## src/rtl/mac_accum_if.sv

```systemverilog
// Handshake bundle between the driving side (multiply block plus sequencer) and
// the accumulation stage.
interface mac_accum_if #(
  parameter int INT_W = 32,
  parameter int ACC_W = 40,
  parameter int CNT_W = 8
);
  logic             en;
  logic             start;
  logic [ACC_W-1:0] init;
  logic [CNT_W-1:0] len;
  logic [INT_W-1:0] prod;
  logic             in_valid;
  logic             in_ready;
  logic [ACC_W-1:0] out_data;
  logic             out_valid;
  logic             out_ready;
  logic             ovf;
  logic             busy;

  modport master (
    output en, start, init, len, prod, in_valid, out_ready,
    input  in_ready, out_data, out_valid, ovf, busy
  );

  modport slave (
    input  en, start, init, len, prod, in_valid, out_ready,
    output in_ready, out_data, out_valid, ovf, busy
  );
endinterface

```

## src/rtl/mac_accum_stage.sv

```systemverilog
// Accumulation stage behind the combinational multiplier: sums a programmed
// number of products onto an initial value and presents the total on a handshake.
module mac_accum_stage #(
  parameter int INT_W  = 32,
  parameter int ACC_W  = 40,
  parameter int CNT_W  = 8,
  parameter int SIGNED = 0
) (
  input  logic      clk,
  input  logic      rst,
  mac_accum_if.slave bus
);

  typedef enum logic [1:0] {
    S_IDLE  = 2'd0,
    S_ACCUM = 2'd1,
    S_HOLD  = 2'd2
  } state_t;

  state_t           r_state;
  logic [ACC_W-1:0] r_acc;
  logic [CNT_W-1:0] r_cnt;
  logic             r_ovf;
  logic             r_out_valid;
  logic             r_busy;
  logic             r_accum;

  logic [ACC_W-1:0] w_ext;
  logic [ACC_W:0]   w_sum;
  logic             w_add_ovf;

  function automatic logic [ACC_W-1:0] ext_prod(input logic [INT_W-1:0] p);
    logic signed [INT_W-1:0] ps;
    ps = p;
    if (SIGNED != 0) ext_prod = ACC_W'(ps);
    else             ext_prod = ACC_W'(p);
  endfunction

  // Unsigned runs flag carry-out; signed runs flag a sign flip between like-signed operands.
  function automatic logic add_ovf(input logic [ACC_W-1:0] a,
                                   input logic [ACC_W-1:0] b,
                                   input logic [ACC_W:0]   s);
    if (SIGNED != 0) add_ovf = (a[ACC_W-1] == b[ACC_W-1]) && (s[ACC_W-1] != a[ACC_W-1]);
    else             add_ovf = s[ACC_W];
  endfunction

  assign w_ext     = ext_prod(bus.prod);
  assign w_sum     = {1'b0, r_acc} + {1'b0, w_ext};
  assign w_add_ovf = add_ovf(r_acc, w_ext, w_sum);

  assign bus.in_ready  = r_accum & bus.en;
  assign bus.out_valid = r_out_valid;
  assign bus.out_data  = r_acc;
  assign bus.ovf       = r_ovf;
  assign bus.busy      = r_busy;

  always_ff @(posedge clk) begin
    if (rst) begin
      r_state     <= S_IDLE;
      r_acc       <= '0;
      r_cnt       <= '0;
      r_ovf       <= 1'b0;
      r_out_valid <= 1'b0;
      r_busy      <= 1'b0;
      r_accum     <= 1'b0;
    end else if (bus.en) begin
      case (r_state)
        S_IDLE: begin
          if (bus.start) begin
            r_acc  <= bus.init;
            r_cnt  <= bus.len;
            r_ovf  <= 1'b0;
            r_busy <= 1'b1;
            // An empty run skips straight to presenting the initial value.
            if (bus.len != '0) begin
              r_state <= S_ACCUM;
              r_accum <= 1'b1;
            end else begin
              r_state     <= S_HOLD;
              r_out_valid <= 1'b1;
            end
          end
        end
        S_ACCUM: begin
          if (bus.in_valid) begin
            r_acc <= w_sum[ACC_W-1:0];
            r_cnt <= r_cnt - 1'b1;
            r_ovf <= r_ovf | w_add_ovf;
            if (r_cnt == CNT_W'(1)) begin
              r_state     <= S_HOLD;
              r_accum     <= 1'b0;
              r_out_valid <= 1'b1;
            end
          end
        end
        S_HOLD: begin
          if (bus.out_ready) begin
            r_state     <= S_IDLE;
            r_out_valid <= 1'b0;
            r_busy      <= 1'b0;
          end
        end
        default: begin
          r_state     <= S_IDLE;
          r_accum     <= 1'b0;
          r_out_valid <= 1'b0;
          r_busy      <= 1'b0;
        end
      endcase
    end
  end

endmodule

```

## src/flat_wrapper.sv

```systemverilog
// flat-port wrapper written by rule: the top's interface ports become plain ports
module mac_accum_stage_flat 
#(
  parameter int INT_W  = 32,
  parameter int ACC_W  = 40,
  parameter int CNT_W  = 8,
  parameter int SIGNED = 0
)
  (clk, rst, bus_en, bus_start, bus_init, bus_len, bus_prod, bus_in_valid, bus_out_ready, bus_in_ready, bus_out_data, bus_out_valid, bus_ovf, bus_busy);
  mac_accum_if #(.INT_W(INT_W), .ACC_W(ACC_W), .CNT_W(CNT_W)) bus_i ();
  input  logic clk;
  input  logic rst;
  input wire logic [$bits(bus_i.en)-1:0] bus_en;
  input wire logic [$bits(bus_i.start)-1:0] bus_start;
  input wire logic [$bits(bus_i.init)-1:0] bus_init;
  input wire logic [$bits(bus_i.len)-1:0] bus_len;
  input wire logic [$bits(bus_i.prod)-1:0] bus_prod;
  input wire logic [$bits(bus_i.in_valid)-1:0] bus_in_valid;
  input wire logic [$bits(bus_i.out_ready)-1:0] bus_out_ready;
  output wire logic [$bits(bus_i.in_ready)-1:0] bus_in_ready;
  output wire logic [$bits(bus_i.out_data)-1:0] bus_out_data;
  output wire logic [$bits(bus_i.out_valid)-1:0] bus_out_valid;
  output wire logic [$bits(bus_i.ovf)-1:0] bus_ovf;
  output wire logic [$bits(bus_i.busy)-1:0] bus_busy;
  assign bus_i.en = bus_en;
  assign bus_i.start = bus_start;
  assign bus_i.init = bus_init;
  assign bus_i.len = bus_len;
  assign bus_i.prod = bus_prod;
  assign bus_i.in_valid = bus_in_valid;
  assign bus_i.out_ready = bus_out_ready;
  assign bus_in_ready = bus_i.in_ready;
  assign bus_out_data = bus_i.out_data;
  assign bus_out_valid = bus_i.out_valid;
  assign bus_ovf = bus_i.ovf;
  assign bus_busy = bus_i.busy;
  mac_accum_stage #(.INT_W(INT_W), .ACC_W(ACC_W), .CNT_W(CNT_W), .SIGNED(SIGNED)) u_core (.clk(clk), .rst(rst), .bus(bus_i));
endmodule
```

## config.mk

```make
export PLATFORM = sky130hd
export DESIGN_NAME = mac_accum_stage_flat
export DESIGN_NICKNAME = d
export VERILOG_FILES = /design/src/rtl/mac_accum_if.sv /design/src/rtl/mac_accum_stage.sv /design/src/flat_wrapper.sv
export SDC_FILE = /design/constraint.sdc
export NUM_CORES = 1
export LEC_CHECK = 0
export CAP_MARGIN = 20
export CELL_PAD_IN_SITES_DETAIL_PLACEMENT = 1
export CELL_PAD_IN_SITES_GLOBAL_PLACEMENT = 2
export CORE_ASPECT_RATIO = 0.5
export CORE_UTILIZATION = 27
export CTS_BUF_LIST = sky130_fd_sc_hd__clkbuf_4
export CTS_CLUSTER_DIAMETER = 150
export DETAILED_ROUTE_END_ITERATION = 8
export PLACE_DENSITY_LB_ADDON = 0.12
export SYNTH_ARGS = -nofsm -noshare
export SYNTH_HDL_FRONTEND = slang
export SYNTH_SLANG_ARGS = --single-unit
export TNS_END_PERCENT = 50
```

## constraint.sdc

```tcl
create_clock -name clk -period 4.1 [get_ports clk]
set_input_delay 0.615 -clock clk [delete_from_list [all_inputs] [get_ports clk]]
set_output_delay 0.615 -clock clk [all_outputs]
set_load 0.005 [all_outputs]
```

==> results.sh, run 1 <==
export IMPL_via_per_inst=5.23
export IMPL_worst_slew_pin_slew_ns=1.04
export IMPL_cp_arrival_ns=3.85
export IMPL_clock_latency_ns=0.40
export IMPL_die_h_um=90.8
export IMPL_critPathMaxStageDelay_ns=0.45
export IMPL_p_sw_share_pct=36.6
export IMPL_async_flop_share_pct=0
export IMPL_synth_cells=563
export IMPL_ir_drop_mv=0.128
export IMPL_ctsHoldBuffers=0
export IMPL_reg2reg_setup_slack_ns=0.81
export IMPL_drtIter0Drc=201
export IMPL_cts_resized=0
export IMPL_drtAntennaViolNets=0
export IMPL_synth_top_flop_cell="dfxtp_1"
export IMPL_cts_sinks=54
export IMPL_cts_tree="yes"
export IMPL_rsz0062_at_grt="false"
export IMPL_fill_cells=1871
export IMPL_first_pass_iters=6
export IMPL_synthTopCellsByArea="dfxtp_1 25%, ha_1 10%, a21oi_1 7.3%"
export IMPL_min_from="u_core.r_accum"
export IMPL_outcome="finished with violations"
export IMPL_path_class="input port to flop"
export IMPL_crit_fanout=8
export IMPL_clockBufferDepth=2
export IMPL_violations="design-rule violations"
export IMPL_p_comb_share_pct=40.8
export IMPL_synth_area_mm2=0.00426
export IMPL_synth_top_cell_by_area="dfxtp_1"
export IMPL_p_clk_share_pct=20.9
export IMPL_drt_wirelength_per_cell_um=17.6
export IMPL_layout_drive_gt1_share_pct=5.97
export IMPL_min_to="u_core.r_accum"
export IMPL_cts_htree_levels=2
export IMPL_dp_final_hpwl_mm=11.4
export IMPL_grt_overflow_total=0
export IMPL_synth_edf_count=0
export IMPL_grt_max_degree=46
export IMPL_clock_root_buffer="clkbuf_4"
export IMPL_worstPathRequired_ns=4.43
export IMPL_cpMostUsedCell="a21oi_2"
export IMPL_drv_cap=0
export IMPL_use_met3_pct=3.55
export IMPL_nNetsFinal=791
export IMPL_p_seq_share_pct=38.3
export IMPL_setup_worst_path_start_class="input port"
export IMPL_fin_cells=874
export IMPL_synth_distinct_cells=68
export IMPL_grt_use_total_pct=19.0
export IMPL_syn_avg_cell_area_um2=7.56
export IMPL_vias=4574
export IMPL_ys_ff_latch=54
export IMPL_slew_headroom_pct=30.7
export IMPL_synth_top_area_share_pct=25.4
export IMPL_die_x_um=180
export IMPL_top_usage_layer="met2"
export IMPL_start_util_pct=27.6
export IMPL_num_io_pins=130
export IMPL_slew_violations=0
export IMPL_min_period_ns=3.52
export IMPL_dieArea_mm2=0.0163
export IMPL_leakagePower_nw=2.26
export IMPL_gp_congestion=0.778
export IMPL_num_antenna_cells=0
export IMPL_multi_input_area_mm2=0.00299
export IMPL_drc_errors=8
export IMPL_p_int_w=0.00101
export IMPL_path_clk_slew_ns=0.19
export IMPL_grt_pass1_vias=4601
export IMPL_grtUsageMet2_pct=28.7
export IMPL_core_area_mm2=0.0154
export IMPL_endpoint_kind="flop"
export IMPL_worstHoldPathCells=2
export IMPL_post_cts_buffers=0
export IMPL_antenna_found_initial=0
export IMPL_hold_path_class="flop to flop"
export IMPL_use_met1_pct=28.4
export IMPL_rr_startpoint="u_core.bus.out_data[0]"
export IMPL_worst_clock_skew_ns=0.00593
export IMPL_fmaxAchievable_mhz=284
export IMPL_slowest_stage="clkdlybuf4s50_1"
export IMPL_synth_cells_most_frequent="62 x a21oi_1, 61 x nor2_1, 59 x nand2_1, 54 x dfxtp_1, 35 x o21ai_0"
export IMPL_setup_violations=0
export IMPL_pwr_density_cell_mw_per_mm2=274
export IMPL_wl_mm=15.3
export IMPL_synth_nets=684
export IMPL_hold_violations=0
export IMPL_synth_most_common_cell="a21oi_1"
export IMPL_layout_worst_path_cycle_share_pct=85.9
export IMPL_p_switching_w=0.000581
export IMPL_dp_cells=867
export IMPL_synth_seq_area_share_pct=25.4
export IMPL_portBuffers=129
export IMPL_numCtsBuffers=5
export IMPL_rows=32
export IMPL_rr_worst_depth=13
export IMPL_synth_warning_count=0
export IMPL_area_growth_pct=36.1
export IMPL_fin_util_pct=37.6
export IMPL_crit_path_cell_trace="clkdlybuf4s50_1 -> ha_1 -> inv_1 -> fa_1 -> nand2b_1 -> a21oi_2 -> a2111oi_4 -> o31a_2 -> a21oi_2 -> o21a_1 -> o31ai_4 -> o21ai_2 -> nand4_1 -> a221oi_2"
export IMPL_grt_first_pass_wirelength_mm=24.9
export IMPL_register_area_mm2=0.00108
export IMPL_reg2reg_to="u_core.bus.out_data[34]"
export IMPL_fin_tns_setup_ns=0
critical path: cells and delay by family:
family | cells | cell delay [ns]
buf+inv | 2 | 0.51
compound gates | 8 | 1.81
fa+ha+maj | 2 | 0.55
simple gates | 2 | 0.37
metrics by stage:
step | power [W] | hold WS, ns | worst slack, ns | area, µm²
3_5_place_dp | 0.00127 | 0.468 | 0.120 | 5720
4_1_cts | 0.00161 | 0.489 | 0.555 | 5790
2_1_floorplan | 0.00100 | 0.442 | 0.957 | 4260
3_3_place_gp | 0.00127 | 0.462 | 0.198 | 5720
5_1_grt | 0.00171 | 0.524 | 0.285 | 5790
6_report | 0.00159 | 0.484 | 0.578 | 5790
registers in the layout, indices dropped and copies added (netlist names):
register              count
u_core.r_accum            1
u_core.bus.out_data      40
u_core.r_state            2
u_core.r_cnt              8
u_core.bus.busy           1
u_core.bus.ovf            1
u_core.bus.out_valid      1
worst max path at each step:
stage,to,slack [ns],from
after floorplan,u_core.bus.out_data[34],0.96,bus_prod[0]
after global placement,u_core.bus.out_data[34],0.20,bus_prod[0]
after detailed placement,u_core.bus.out_data[38],0.12,bus_prod[0]
after CTS,u_core.bus.out_data[38],0.56,bus_prod[0]
after global routing,u_core.bus.out_data[34],0.28,bus_prod[0]
final,u_core.bus.out_data[34],0.58,bus_prod[0]
layer usage:
| metal | wire, µm | vias up |
|---|---|---|
| met2 | 6350 | 82 |
| li1 | - | 2293 |
| met4 | 29 | 0 |
| met1 | 8390 | 2197 |
| met3 | 573 | 2 |
| met5 | 0 | - |
placed cells by master, fill, tap and decap left out, types with 4 or more instances in the layout:
| master | synthesis | routed |
|---|---|---|
| nand4_1 | 10 | 10 |
| nand2_1 | 59 | 59 |
| nor2_1 | 61 | 61 |
| a31oi_1 | 9 | 9 |
| ha_1 | 34 | 34 |
| a311oi_1 | 17 | 17 |
| a21oi_1 | 62 | 62 |
| nor3_1 | 14 | 14 |
| a21o_1 | 16 | 16 |
| xor2_1 | 8 | 8 |
| o21ai_0 | 35 | 35 |
| and3_1 | 6 | 6 |
| clkbuf_4 | 0 | 5 |
| and2_1 | 4 | 4 |
| nand2b_1 | 5 | 4 |
| nor4_1 | 7 | 7 |
| clkdlybuf4s50_1 | 0 | 128 |
| dfxtp_1 | 54 | 54 |
| inv_1 | 16 | 16 |
| nand3_1 | 12 | 12 |
| buf_4 | 0 | 6 |
| a211oi_1 | 8 | 8 |
| o21ai_1 | 5 | 5 |
| or3_1 | 5 | 5 |
| xnor2_1 | 16 | 16 |
cells by family after synthesis:
logic type	share of synthesized area [%]
AOI/OAI and AO/OA	32.9
and+or+nand+nor	20.8
DFF	25.4
buffers and inverters	4.50
adders and majority gates	10.5
xor gates and xnor gates	4.94
muxes	1.00
final cells by class:
cell class | instances | area share, %
inverter | 16 | 1.04
timing repair buffer | 135 | 23.0
tap | 204 | 4.41
sequential | 54 | 18.7
multi-input combinational | 458 | 51.6
clock buffer | 5 | 0.648
clock inverter | 2 | 0.670
power by group through the flow:
stage	Combinational, W	Clock, W	Sequential (W)
final	0.000649	0.000332	0.000609
after global routing	0.000720	0.000372	0.000616
after CTS	0.000655	0.000347	0.000609
after detailed placement	0.000650	0	0.000619
after global placement	0.000646	0	0.000620
after floorplan	0.000391	0	0.000610
(Power assumes the default switching activity.)
==> run 2: changes to the inputs <==
--- a/config.mk
+++ b/config.mk
@@ -11,9 +11,10 @@
 export CORE_ASPECT_RATIO = 0.5
 export CORE_UTILIZATION = 27
 export CTS_BUF_LIST = sky130_fd_sc_hd__clkbuf_4
-export CTS_CLUSTER_DIAMETER = 150
+export CTS_CLUSTER_DIAMETER = 50
 export DETAILED_ROUTE_END_ITERATION = 8
-export PLACE_DENSITY_LB_ADDON = 0.12
+export PLACE_DENSITY = 0.88
+export SETUP_SLACK_MARGIN = 0.4
 export SYNTH_ARGS = -nofsm -noshare
 export SYNTH_HDL_FRONTEND = slang
 export SYNTH_SLANG_ARGS = --single-unit
==> run 2 against run 1 <==
  * Die area unchanged
  * The flow still finishes with violations (design-rule violations)
  * Critical path type unchanged
  * Total power is 0.36% higher
  * Clock skew is 0.017 ns higher
  * Critical path depth stayed put
  * Combinational power barely moved
  * Register-to-register slack barely moved
  * Highest routed layer unchanged
  * First-iteration DRC count down 31%
  * Sequential share of layout area about the same
  * Via count is 0.11% higher
==> results.sh, run 2 (synthesized netlist as in run 1, its figures left out) <==
export IMPL_cts_htree_levels=2
export IMPL_start_util_pct=27.6
export IMPL_fin_cells=874
export IMPL_antenna_found_initial=0
export IMPL_critPathMaxStageDelay_ns=0.46
export IMPL_worst_clock_skew_ns=0.0230
export IMPL_nNetsFinal=790
export IMPL_slowest_stage="clkdlybuf4s50_1"
export IMPL_crit_path_cell_trace="clkdlybuf4s50_1 -> ha_1 -> inv_1 -> fa_1 -> nand2b_1 -> a21oi_4 -> a2111oi_4 -> o31a_2 -> a21oi_2 -> o21a_1 -> o31ai_4 -> o21ai_4 -> a311oi_1 -> nor4_1"
export IMPL_vias=4579
export IMPL_clock_latency_ns=0.40
export IMPL_pre_cts_slack_ns=0.0505
export IMPL_num_antenna_cells=0
export IMPL_dp_final_hpwl_mm=11.1
export IMPL_worst_slew_pin_slew_ns=1.02
export IMPL_slew_violations=0
export IMPL_setup_violations=0
export IMPL_leakagePower_nw=2.26
export IMPL_worstPathRequired_ns=4.42
export IMPL_hold_violations=0
export IMPL_num_io_pins=130
export IMPL_outcome="finished with violations"
export IMPL_dp_cells=866
export IMPL_grt_max_degree=57
export IMPL_endpoint_kind="flop"
export IMPL_hold_path_class="flop to flop"
export IMPL_rr_worst_depth=13
export IMPL_via_per_inst=5.24
export IMPL_gp_congestion=0.830
export IMPL_crit_fanout=8
export IMPL_cts_sinks=54
export IMPL_grt_overflow_total=0
export IMPL_drc_errors=3
export IMPL_worstHoldPathCells=2
export IMPL_portBuffers=129
export IMPL_rows=32
export IMPL_ir_drop_mv=0.137
export IMPL_reg2reg_setup_slack_ns=0.82
export IMPL_layout_setup_ws_ns=0.582
export IMPL_grt_pass1_vias=4708
export IMPL_numCtsBuffers=5
export IMPL_grt_first_pass_wirelength_mm=24.6
export IMPL_path_class="input port to flop"
export IMPL_cts_tree="yes"
export IMPL_fill_cells=1853
export IMPL_dieArea_mm2=0.0163
export IMPL_grt_use_total_pct=18.6
export IMPL_fmaxAchievable_mhz=284
export IMPL_clockBufferDepth=2
export IMPL_largest_register_ffs=40
export IMPL_die_x_um=180
export IMPL_holdWs_ns=0.507
export IMPL_violations="design-rule violations"
export IMPL_path_clk_slew_ns=0.20
export IMPL_core_area_mm2=0.0154
export IMPL_pwr_density_cell_mw_per_mm2=275
export IMPL_area_growth_pct=36.4
export IMPL_clock_root_buffer="clkbuf_4"
export IMPL_drv_cap=0
export IMPL_power_w=0.00159
export IMPL_drtIter0Drc=139
export IMPL_cp_arrival_ns=3.84
export IMPL_first_pass_iters=6
export IMPL_layout_drive_gt1_share_pct=5.82
export IMPL_die_h_um=90.8
export IMPL_min_period_ns=3.52
export IMPL_fin_tns_setup_ns=0
export IMPL_mostFrequentLayoutCells="128 x clkdlybuf4s50_1, 62 x a21oi_1, 61 x nor2_1, 59 x nand2_1, 54 x dfxtp_1"
export IMPL_post_cts_buffers=0
export IMPL_drtAntennaViolNets=0
export IMPL_slew_headroom_pct=31.7
export IMPL_rsz0062_at_grt="false"
export IMPL_setup_worst_path_start_class="input port"
export IMPL_wl_mm=14.9
export IMPL_drt_wirelength_per_cell_um=17.1
export IMPL_layout_worst_path_cycle_share_pct=85.8
export IMPL_mostFrequentLayoutCell="clkdlybuf4s50_1"
==> run 2: cell types whose count changed in the layout (fill, tap and decap cells not counted), sizes merged <==
| cell | change |
|---|---|
| buf | -1 |
| inv | +1 |
==> run 2: worst paths after layout <==
| kind | from | to |
|---|---|---|
| worst min register to register | u_core.r_accum | u_core.r_accum |
| worst min-delay path | u_core.r_accum | u_core.r_accum |
| worst max register to register | u_core.bus.out_data[0] | u_core.bus.out_data[38] |
| worst max-delay path | bus_prod[0] | u_core.bus.out_data[38] |
==> run 2: layout make-up <==
type	count	area [µm²]	area share, %
multi-input combinational	458	3010	51.8
timing repair buffer	134	1320	22.8
sequential	54	1080	18.6
tap	204	255	4.40
inverter	16	60.1	1.03
clock inverter	3	42.5	0.733
clock buffer	5	37.5	0.647
==> run 2: through the flow <==
stage | util (%) | instance area (µm²)
floorplan | - | 4260
CTS | 37.6 | 5790
finish | 37.7 | 5810
detailed placement | 37.0 | 5710
global route | 37.7 | 5810
global placement | 37.0 | 5710
==> run 2: report_power, final <==
| group | switching [W] | internal, W | total, W |
|---|---|---|---|
| sequential | 0.0000401 | 0.000567 | 0.000607 |
| clock | 0.000207 | 0.000129 | 0.000336 |
| combinational | 0.000337 | 0.000314 | 0.000652 |
==> run 2: per-layer routing <==
metal	part of all wire, %	GRT usage, %	vias to the layer above
li1	-	-	2287
met3	2.6	2.74	6
met5	0	0	-
met2	46	31.8	63
met1	51	25.2	2223
met4	0.54	2.44	0
==> run 2: repair_timing <==
item,in CTS,in global routing
gates resized for setup,0,3
hold buffers,0,0
endpoints found under the hold margin,0,0
setup endpoints to repair,0,5
==> run 2: critical path: cells and delay by family <==
family | cells | cell delay [ns]
and+or+nand+nor | 2 | 0.53
AOI/OAI and AO/OA | 8 | 1.60
adders and majority gates | 2 | 0.57
buffers and inverters | 2 | 0.52
